--- src/rtl/sid_pkg.sv ---
// rtl/sid_pkg.sv - shared types, rate table and helpers for the SID envelope generator
// Contents:
//   adsr_state_t   2-bit ADSR state encoding
//   RATE_PERIOD    16-entry rate period table, in 1 MHz cycles
//   EXP_THR_* / EXP_DIV_*  exponential decay thresholds and divisors
//   sustain_level() nibble-to-level expansion
//   exp_divisor()   divisor selection for the exponential decay counter
package sid_pkg;

    typedef enum logic [1:0] {
        RELEASE       = 2'd0,
        ATTACK        = 2'd1,
        DECAY_SUSTAIN = 2'd2
    } adsr_state_t;

    localparam logic [14:0] RATE_PERIOD [16] = '{
        15'd9,    15'd32,   15'd63,    15'd95,
        15'd149,  15'd220,  15'd267,   15'd313,
        15'd392,  15'd977,  15'd1954,  15'd3126,
        15'd3907, 15'd11720, 15'd19532, 15'd31251
    };

    // Lower bound of each envelope band; the band selects the decay divisor.
    localparam logic [7:0] EXP_THR_1  = 8'd94;
    localparam logic [7:0] EXP_THR_2  = 8'd55;
    localparam logic [7:0] EXP_THR_4  = 8'd27;
    localparam logic [7:0] EXP_THR_8  = 8'd15;
    localparam logic [7:0] EXP_THR_16 = 8'd7;

    localparam logic [4:0] EXP_DIV_1  = 5'd1;
    localparam logic [4:0] EXP_DIV_2  = 5'd2;
    localparam logic [4:0] EXP_DIV_4  = 5'd4;
    localparam logic [4:0] EXP_DIV_8  = 5'd8;
    localparam logic [4:0] EXP_DIV_16 = 5'd16;
    localparam logic [4:0] EXP_DIV_30 = 5'd30;

    // Sustain nibble S maps to level {S,S}, so 0xF reaches full scale.
    function automatic logic [7:0] sustain_level(input logic [3:0] s);
        return {s, s};
    endfunction

    // Level 0 falls into the slowest band; it never steps in that case anyway.
    function automatic logic [4:0] exp_divisor(input logic [7:0] level);
        if (level >= EXP_THR_1)       return EXP_DIV_1;
        else if (level >= EXP_THR_2)  return EXP_DIV_2;
        else if (level >= EXP_THR_4)  return EXP_DIV_4;
        else if (level >= EXP_THR_8)  return EXP_DIV_8;
        else if (level >= EXP_THR_16) return EXP_DIV_16;
        else                          return EXP_DIV_30;
    endfunction

endpackage

--- src/rtl/env_rate_cnt.sv ---
// rtl/env_rate_cnt.sv - 15-bit rate prescaler emitting one tick every RATE_PERIOD[rate_idx] cycles
// Ports:
//   clk       in   1  1 MHz SID clock
//   rst       in   1  synchronous reset, active-high
//   rate_idx  in   4  index into RATE_PERIOD
//   clear     in   1  restart the count from 0
//   tick      out  1  high in the cycle the count sits at period-1
module env_rate_cnt
    import sid_pkg::*;
(
    input  logic       clk,
    input  logic       rst,
    input  logic [3:0] rate_idx,
    input  logic       clear,
    output logic       tick
);

    logic [14:0] cnt;
    logic [14:0] period_m1;

    assign period_m1 = RATE_PERIOD[rate_idx] - 15'd1;

    // Exact-match compare: if the period shrinks below the current count the
    // counter runs on to 0x7FFF and wraps silently before it can match again.
    assign tick = (cnt == period_m1);

    always_ff @(posedge clk) begin
        if (rst || clear || tick) begin
            cnt <= '0;
        end else begin
            cnt <= cnt + 15'd1;
        end
    end

endmodule

--- src/rtl/env_gen.sv ---
// rtl/env_gen.sv - ADSR envelope generator and amplitude scaler for one SID voice
// Optional feature: define ENV_EXP_DECAY_EN for exponential decay/release steps;
// without it every rate tick is a step in all states.
// Ports:
//   clk              in   1   1 MHz SID clock
//   rst              in   1   synchronous reset, active-high
//   control          in   8   voice control byte, bit 0 = gate
//   attack_decay     in   8   [7:4] attack rate, [3:0] decay rate
//   sustain_release  in   8   [7:4] sustain level, [3:0] release rate
//   wave_in          in   12  selected waveform sample
//   env_out          out  8   envelope level
//   env_state        out  2   ADSR state
//   amp_out          out  20  registered wave_in * env_out
module env_gen
    import sid_pkg::*;
(
    input  logic        clk,
    input  logic        rst,
    input  logic [7:0]  control,
    input  logic [7:0]  attack_decay,
    input  logic [7:0]  sustain_release,
    input  logic [11:0] wave_in,
    output logic [7:0]  env_out,
    output adsr_state_t env_state,
    output logic [19:0] amp_out
);

    adsr_state_t state;
    adsr_state_t next_state;
    logic [7:0]  env;
    logic [7:0]  env_next;
    logic        gate;
    logic        gate_prev;
    logic        hist_valid;
    logic        gate_rise;
    logic        gate_fall;
    logic [3:0]  rate_idx;
    logic        rate_tick;
    logic        rate_clear;
    logic        step;
    logic [7:0]  sustain_target;
    logic        ctrl_unused;

    assign gate        = control[0];
    assign ctrl_unused = ^control[7:1];

    // gate_prev is meaningless until one post-reset cycle has loaded it, so a
    // gate already high when reset lifts is not treated as a rising edge.
    assign gate_rise = hist_valid &  gate & ~gate_prev;
    assign gate_fall = hist_valid & ~gate &  gate_prev;

    assign sustain_target = sustain_level(sustain_release[7:4]);

    always_comb begin
        rate_idx = sustain_release[3:0];
        case (state)
            ATTACK:        rate_idx = attack_decay[7:4];
            DECAY_SUSTAIN: rate_idx = attack_decay[3:0];
            default:       rate_idx = sustain_release[3:0];
        endcase
    end

    env_rate_cnt u_rate_cnt (
        .clk      (clk),
        .rst      (rst),
        .rate_idx (rate_idx),
        .clear    (rate_clear),
        .tick     (rate_tick)
    );

`ifdef ENV_EXP_DECAY_EN
    logic [4:0] exp_cnt;

    // exp_cnt counts rate ticks since the last step; the band divisor sets how
    // many ticks make one decay/release step.
    assign step = rate_tick && ((exp_cnt + 5'd1) >= exp_divisor(env));

    always_ff @(posedge clk) begin
        if (rst || rate_clear || (state == ATTACK)) begin
            exp_cnt <= '0;
        end else if (rate_tick) begin
            exp_cnt <= step ? 5'd0 : exp_cnt + 5'd1;
        end
    end
`else
    assign step = rate_tick;
`endif

    always_comb begin
        next_state = state;
        env_next   = env;
        // Gate edges take priority: a tick in the same cycle is dropped.
        if (gate_rise) begin
            next_state = ATTACK;
        end else if (gate_fall) begin
            next_state = RELEASE;
        end else begin
            case (state)
                ATTACK: begin
                    if (rate_tick) begin
                        if (env != 8'hFF) begin
                            env_next = env + 8'd1;
                        end
                        if (env >= 8'hFE) begin
                            next_state = DECAY_SUSTAIN;
                        end
                    end
                end
                DECAY_SUSTAIN: begin
                    // Only ever falls toward the target; a raised target just holds.
                    if (step && (env > sustain_target)) begin
                        env_next = env - 8'd1;
                    end
                end
                RELEASE: begin
                    if (step && (env != 8'd0)) begin
                        env_next = env - 8'd1;
                    end
                end
                default: begin
                    next_state = RELEASE;
                end
            endcase
        end
    end

    assign rate_clear = gate_rise | gate_fall | (next_state != state);

    always_ff @(posedge clk) begin
        if (rst) begin
            state      <= RELEASE;
            env        <= 8'd0;
            gate_prev  <= 1'b0;
            hist_valid <= 1'b0;
            amp_out    <= 20'd0;
        end else begin
            state      <= next_state;
            env        <= env_next;
            gate_prev  <= gate;
            hist_valid <= 1'b1;
            amp_out    <= {8'd0, wave_in} * {12'd0, env};
        end
    end

    assign env_out   = env;
    assign env_state = state;

endmodule

--- config.mk ---
export PLATFORM = sky130hd
export DESIGN_NAME = env_gen
export DESIGN_NICKNAME = d
export VERILOG_FILES = /design/src/rtl/sid_pkg.sv /design/src/rtl/env_rate_cnt.sv /design/src/rtl/env_gen.sv
export SDC_FILE = /design/constraint.sdc
export NUM_CORES = 1
export LEC_CHECK = 0
export CAP_MARGIN = 20
export CORE_ASPECT_RATIO = 1.2
export CORE_MARGIN = 2
export CORE_UTILIZATION = 40
export CTS_CLUSTER_DIAMETER = 60
export DETAILED_ROUTE_END_ITERATION = 12
export MAX_ROUTING_LAYER = met4
export PLACE_DENSITY = 0.63
export SYNTH_ARGS = -nofsm -noshare
export SYNTH_HDL_FRONTEND = slang
export SYNTH_SLANG_ARGS = --single-unit
--- constraint.sdc ---
create_clock -name clk -period 6.7 [get_ports clk]
set_clock_uncertainty 0.05 [all_clocks]
set_input_delay 0.67 -clock clk [delete_from_list [all_inputs] [get_ports clk]]
set_output_delay 0.67 -clock clk [all_outputs]
set_load 0.01 [all_outputs]
* Word-level counts from Yosys, hierarchy flattened
Memories as Yosys holds them, arrays and structs flattened. Cells that the tools add are included.
Storage, ports and cells: flip-flop bits (word level) 47, latch bits 0, memory bits (writable) 0, bits in read-only memories 240, input bits 38, output and inout bits 30, word-level logic and storage cells 58, memories kept 1
Memories:
- (name not given) | depth 16, bits a word 15, read ports 1, clocked after memory_dff 0, wr ports 0, RTL line env_rate_cnt.sv:21 | assign period_m1 = RATE_PERIOD[rate_idx] - 15'd1;
Cells by class: add/subtract/negate cells 4, multiply operators 1, divide/modulo/power cells 0, order comparisons 3, eq/ne operators 9, shift-type cells 0, mux-type cells 14, bitwise operators 11, reductions and logical operators 9
Operator list (number):
- $mux W8 | 4
- $mux W15 | 2
- $pmux W8 S3 | 1
- $mul A12 B8 Y20 | 1
- $add A15 B1 Y15 const B | 1
- $eq A15 B15 Y1 | 1
- $sub A15 B1 Y15 const B | 1
- $add A8 B1 Y8 const B | 1
- $ge A8 B8 Y1 const B | 1
- $gt A8 B8 Y1 | 1
- $mux W2 | 4
- $ne A2 B2 Y1 const B | 4
- $ne A8 B8 Y1 const B | 1
- $pmux W4 S2 | 1
- $reduce_bool A8 Y1 | 1
- $sub A8 B1 Y8 const B | 1
- $reduce_and A7 Y1 | 1
- $ge A5 B5 Y1 const B | 1
- $not A4 Y5 | 1
- $and A1 B1 Y1 | 4
- $not A1 Y1 | 4
- $pmux W2 S2 | 1
- $reduce_bool A3 Y1 | 1
- $eq A2 B1 Y1 const B | 1
- other kinds (8) | 11

* Depth between registers and ports, before layout
word-level depth 16, gate-level depth with buffers 21, gate-level depth less buffers 20

* By module
A second synthesis with hierarchy kept.
Unflattened totals: cell total of the unflattened synthesis 736, area, all modules 6532.5 sq um
Modules (own cells, without submodules):
- env_gen | instances 1, cells an instance 540, area each 4777.1 sq um, seq. area each 640.6 sq um
- env_rate_cnt | instances 1, cells an instance 196, area each 1755.4 sq um, seq. area each 300.3 sq um

* Least setup slack after synthesis
OpenSTA, ideal clock, no wires.
path type register -> register, from reg state[0], in the netlist env_state[0], to reg env[7], in the netlist env_out[7], setup time 0.123 ns, arrival 5.064 ns, required time 6.527 ns, setup slack 1.463 ns, cell stages (with the launch flop) 18, path through dfxtp_1 -> inv_1 -> ha_1 -> buf_2 -> buf_2 -> a21oi_1 -> inv_1 -> ha_1 -> or3_1 -> a41oi_2 -> ha_1 -> nand2_1 -> or3_1 -> or4_1 -> a32oi_1 -> nand4_2 -> a21oi_2 -> mux2_1
On the way: cells in the longest elaborated chain, start to end 11, elaborated cells between the ends (all ways) 19, classes of those cells 1 x add/sub; 7 x eq/ne; 4 x mux; 1 x bitwise; 5 x reduce/logical; 1 x memory
Ends and longest elaborated chain:
- start, declared | RTL line env_gen.sv:28 | adsr_state_t state;
- start signal, assigned | RTL line env_gen.sv:137 | state <= next_state;
- $eq A2 B2 Y1 / $eq A2 B1 Y1 (equally long branches) | RTL line env_gen.sv:56, env_gen.sv:98
- $pmux W4 S2 | RTL line env_gen.sv:56 | case (state)
- $not A4 Y5 (implied by the code) | RTL line env_rate_cnt.sv:21
- $mem_v2 Z16 W15
- $mux W15 (implied by the code) (2 in a row) | RTL line env_rate_cnt.sv:21
- $sub A15 B1 Y15 | RTL line env_rate_cnt.sv:21
- $eq A15 B15 Y1 | RTL line env_rate_cnt.sv:25 | assign tick = (cnt == period_m1);
- $logic_and A1 B1 Y1 (on tied branches) | RTL line env_gen.sv:116, env_gen.sv:111
- $ne A2 B2 Y1 (no line)
- $reduce_and A7 Y1 (no line)
- end signal, assigned | RTL line env_gen.sv:138 | env <= env_next;
- end, declared | RTL line env_gen.sv:30 | logic [7:0] env;
Several ways; a longest one is shown, not always the timed one. The select of a mux whose other input is x is not followed. A chain may end at the register's enable or synchronous reset.

* Worst setup path in the final report
Ends and elaborated chain as after synthesis.

==> metrics.md <==
| Metric | Value |
|---|---|
| FMAX | 174 MHz |
| Maximum root-to-sink buffer count | 2 |
| Asr flop ratio synth | 0 |
| Min-Delay Path Class | reg -> reg |
| Post-CTS Resized | 0 |
| Hold_buf cts | 0 |
| Worst setup EP type | register |
| Leak pwr | roughly 0.0033 uW |
| Synth Instances | 754 |
| Setup TNS | 0 ns |
| # rows | 50 |
| Syn nets | 924 |
| Final ANT Viol Nets | 0 |
| Vias in the first global route | ~5300 |
| DRC violations left | 0 |
| Total grt overflow | 0 |
| Share of cells above drive strength 1 | 0.0323 |
| Post-synth EDFFs | 0 |
| Detailed Place HPWL | about 12000 microns |
| Synthesized area per cell | 8.31 sq um |
| Iteration-0 DRC Markers | between 200 and 250 |
| Peak supply drop | about 0.11 mV |
| Die Wd | roughly 120 microns |
| Slew HR | 0.342 |
| Status | complete, no violations |
| CP Class | reg -> reg |
| CTS Root Cell | clkbuf_16 |
| Final Hold Vio Count | 0 |
| CP Data Arrival Time | approximately 5.9 ns |
| Die Span Y | approximately 140 microns |
| Power Density | between 100 and 150 mW/mm^2 |
| Die area | ~0.017 sq mm |
| Startpoint Class | register |
| Slew @ Worst Pin | 0.987 ns |
| Final setup viols | 0 |
| Post-synth design cell area | about 0.0063 sq mm |
| Total number of vias | about 5200 |
| CTS tree | yes |
| Clock transition at path regs | 0.07 ns |
| Flops & latches, synth | 47 |
| Clock Latency Late Sink | between 0.2 and 0.3 ns |
| Synth Flop Type | dfxtp_1 |
| First drt pass iteration count | 5 |
| Core region area | around 0.015 sq mm |
| Placed Cells | approximately 1000 |
| WP data required | between 6 and 7 ns |
| Clock buffer count from CTS | 5 |
| CTS H-tree lvls | 2 |
| Ant diodes | 0 |
| Starting density of the core | 0.406 |
| First-pass GRT wire length | ~25000 microns |
| Period minus WS final | approximately 5.7 ns |
| Wirelength per Cell | 14.5 microns |
| RSZ-0062 raised after global routing | false |
| Post-Route WL | 14700 microns |
| Post-CTS Setup Bufs | 0 |
| CP max FO | 12 |
| Worst hold start | u_rate_cnt.cnt[0] |
| # nets final | about 970 |
| Port buffer count | 60 |
| Sequential cell area fraction in the yosys report | 0.150 |
| Routability cong. | 0.863 |
| TritonCTS Sinks | 47 |
| Max-slew violations | 0 |
| Fin crit share | 0.856 |
| CP startpoint | env_state[0] |
| RR Startpoint | env_state[0] |
| Yosys cell types | 67 |
| Via-to-Cell Ratio | approximately 5 |
| Yosys warnings | 0 |
| Gr usage total | 0.189 |
| # IOs | 68 |
| Largest net degree at the start of global routing | 36 |
| Antenna violations before repair | 0 |
| Area Overhead vs Synth | 15.5% |
| Non-Filler Instances | approximately 1000 |
| Max_cap viols | 0 |
## sequential cells by signal (all words and copies together), names as in the netlist
signal and count:
gate_prev 1, u_rate_cnt.cnt 15, env_state 2, hist_valid 1, amp_out 20, env_out 8
## cell type report
class / count / area (sq um)
multi-input cells: 587 / 4850
flip-flops and latches: 47 / 941
clock inverters: 3 / 43.8
well taps: 208 / 260
fillers: 1565 / 8220
clock buffers: 5 / 125
repair buffers: 68 / 661
inverters: 95 / 357
## cell families (layout without fill, tap and decap cells)
logic type,count (synthesis),after routing,share of synthesized area
flip-flops,47,47,0.150
AO/OA/AOI/OAI,125,125,0.135
AND/OR/NAND/NOR,275,275,0.220
XOR/XNOR,49,49,0.0685
multiplexers,6,6,0.0138
buffers and inverters,120,171,0.0761
adder cells (fa/ha/maj),132,132,0.337
## synth_stat cells, drive strengths merged, types with 8 or more instances
cell type / n / area share
clkbuf: 18 / 0.011
a31oi: 8 / 0.0080
nor2b: 12 / 0.012
xnor2: 31 / 0.043
o21ai: 26 / 0.021
and2: 54 / 0.054
a21o: 11 / 0.013
xor2: 18 / 0.025
nor2: 59 / 0.035
nand2: 73 / 0.044
inv: 95 / 0.057
dfxtp: 47 / 0.15
a21oi: 30 / 0.025
nor3: 16 / 0.013
fa: 61 / 0.19
ha: 71 / 0.14
nand3: 24 / 0.019
## layout by cell type (no fill, tap or decap), types with 3 or more instances in the layout
cell type	synthesis	final
inv_1	94	94
o21ai_0	26	26
nand3_1	24	24
a22o_1	4	4
nand2_1	73	73
fa_1	61	61
nor2b_1	12	12
o21a_1	5	5
a21o_1	11	11
buf_4	2	8
o2111ai_1	3	3
a21oi_1	29	29
ha_1	71	71
clkdlybuf4s50_1	0	60
a31oi_1	8	8
nor4b_1	3	3
o211ai_1	5	5
mux2i_1	3	3
nand3b_1	3	3
or3_1	5	5
dfxtp_1	47	47
xor2_1	18	18
and2_1	53	53
a22oi_1	5	5
and3_1	4	4
nor2_1	59	59
nand2b_1	3	3
nand4_1	4	4
clkbuf_16	0	5
xnor2_1	31	31
a32oi_1	4	4
nor3_1	16	16
nor4_1	3	3
a211oi_1	5	5
## critical path, cell delays in order, from the launching register on
cell,delay (ns)
dfxtp_1,0.36
inv_1,0.36
ha_1,0.49
a22oi_1,0.20
a21oi_1,0.47
inv_1,0.26
ha_1,0.26
nor3_1,0.13
a31oi_1,0.08
mux4_2,0.54
or2_4,0.29
or3_1,0.37
or4_1,0.51
a32oi_1,0.35
nand4_2,0.33
a21oi_2,0.23
mux2_1,0.32
## final timing paths
path	end	depth (start not counted)	slack, ns
max reg2reg	env_out[7]	16	0.97
max	env_out[7]	16	0.97
min	u_rate_cnt.cnt[0]	1	0.44
min reg2reg	u_rate_cnt.cnt[0]	1	0.44
## per-layer routing
metal	share of wire	up-vias	track usage
met4	0.018	0	0.0558
met3	0.033	15	0.0154
li1	-	2610	-
met5	0	-	-
met1	0.45	2486	0.234
met2	0.50	104	0.331
## per-stage QoR
step                hold slack, ns  cell area (sq um)  total power, uW  setup WS, ns   util
floorplan                    0.402               6270              617          1.46      -
global placement             0.433               7070              745         0.903  0.457
finish                       0.440               7240             1030         0.968  0.468
CTS                          0.447               7240             1050         0.921  0.468
global route                 0.501               7240             1110         0.485  0.468
detailed placement           0.431               7070              753         0.911  0.457
## where the power goes
part | switching (uW) | internal [uW] | leakage, uW
Clock | 109 | 176 | 0.0000838
Sequential | 18.8 | 298 | 0.000382
Combinational | 234 | 194 | 0.00278
No activity file was read; power rests on OpenSTA's default activity.
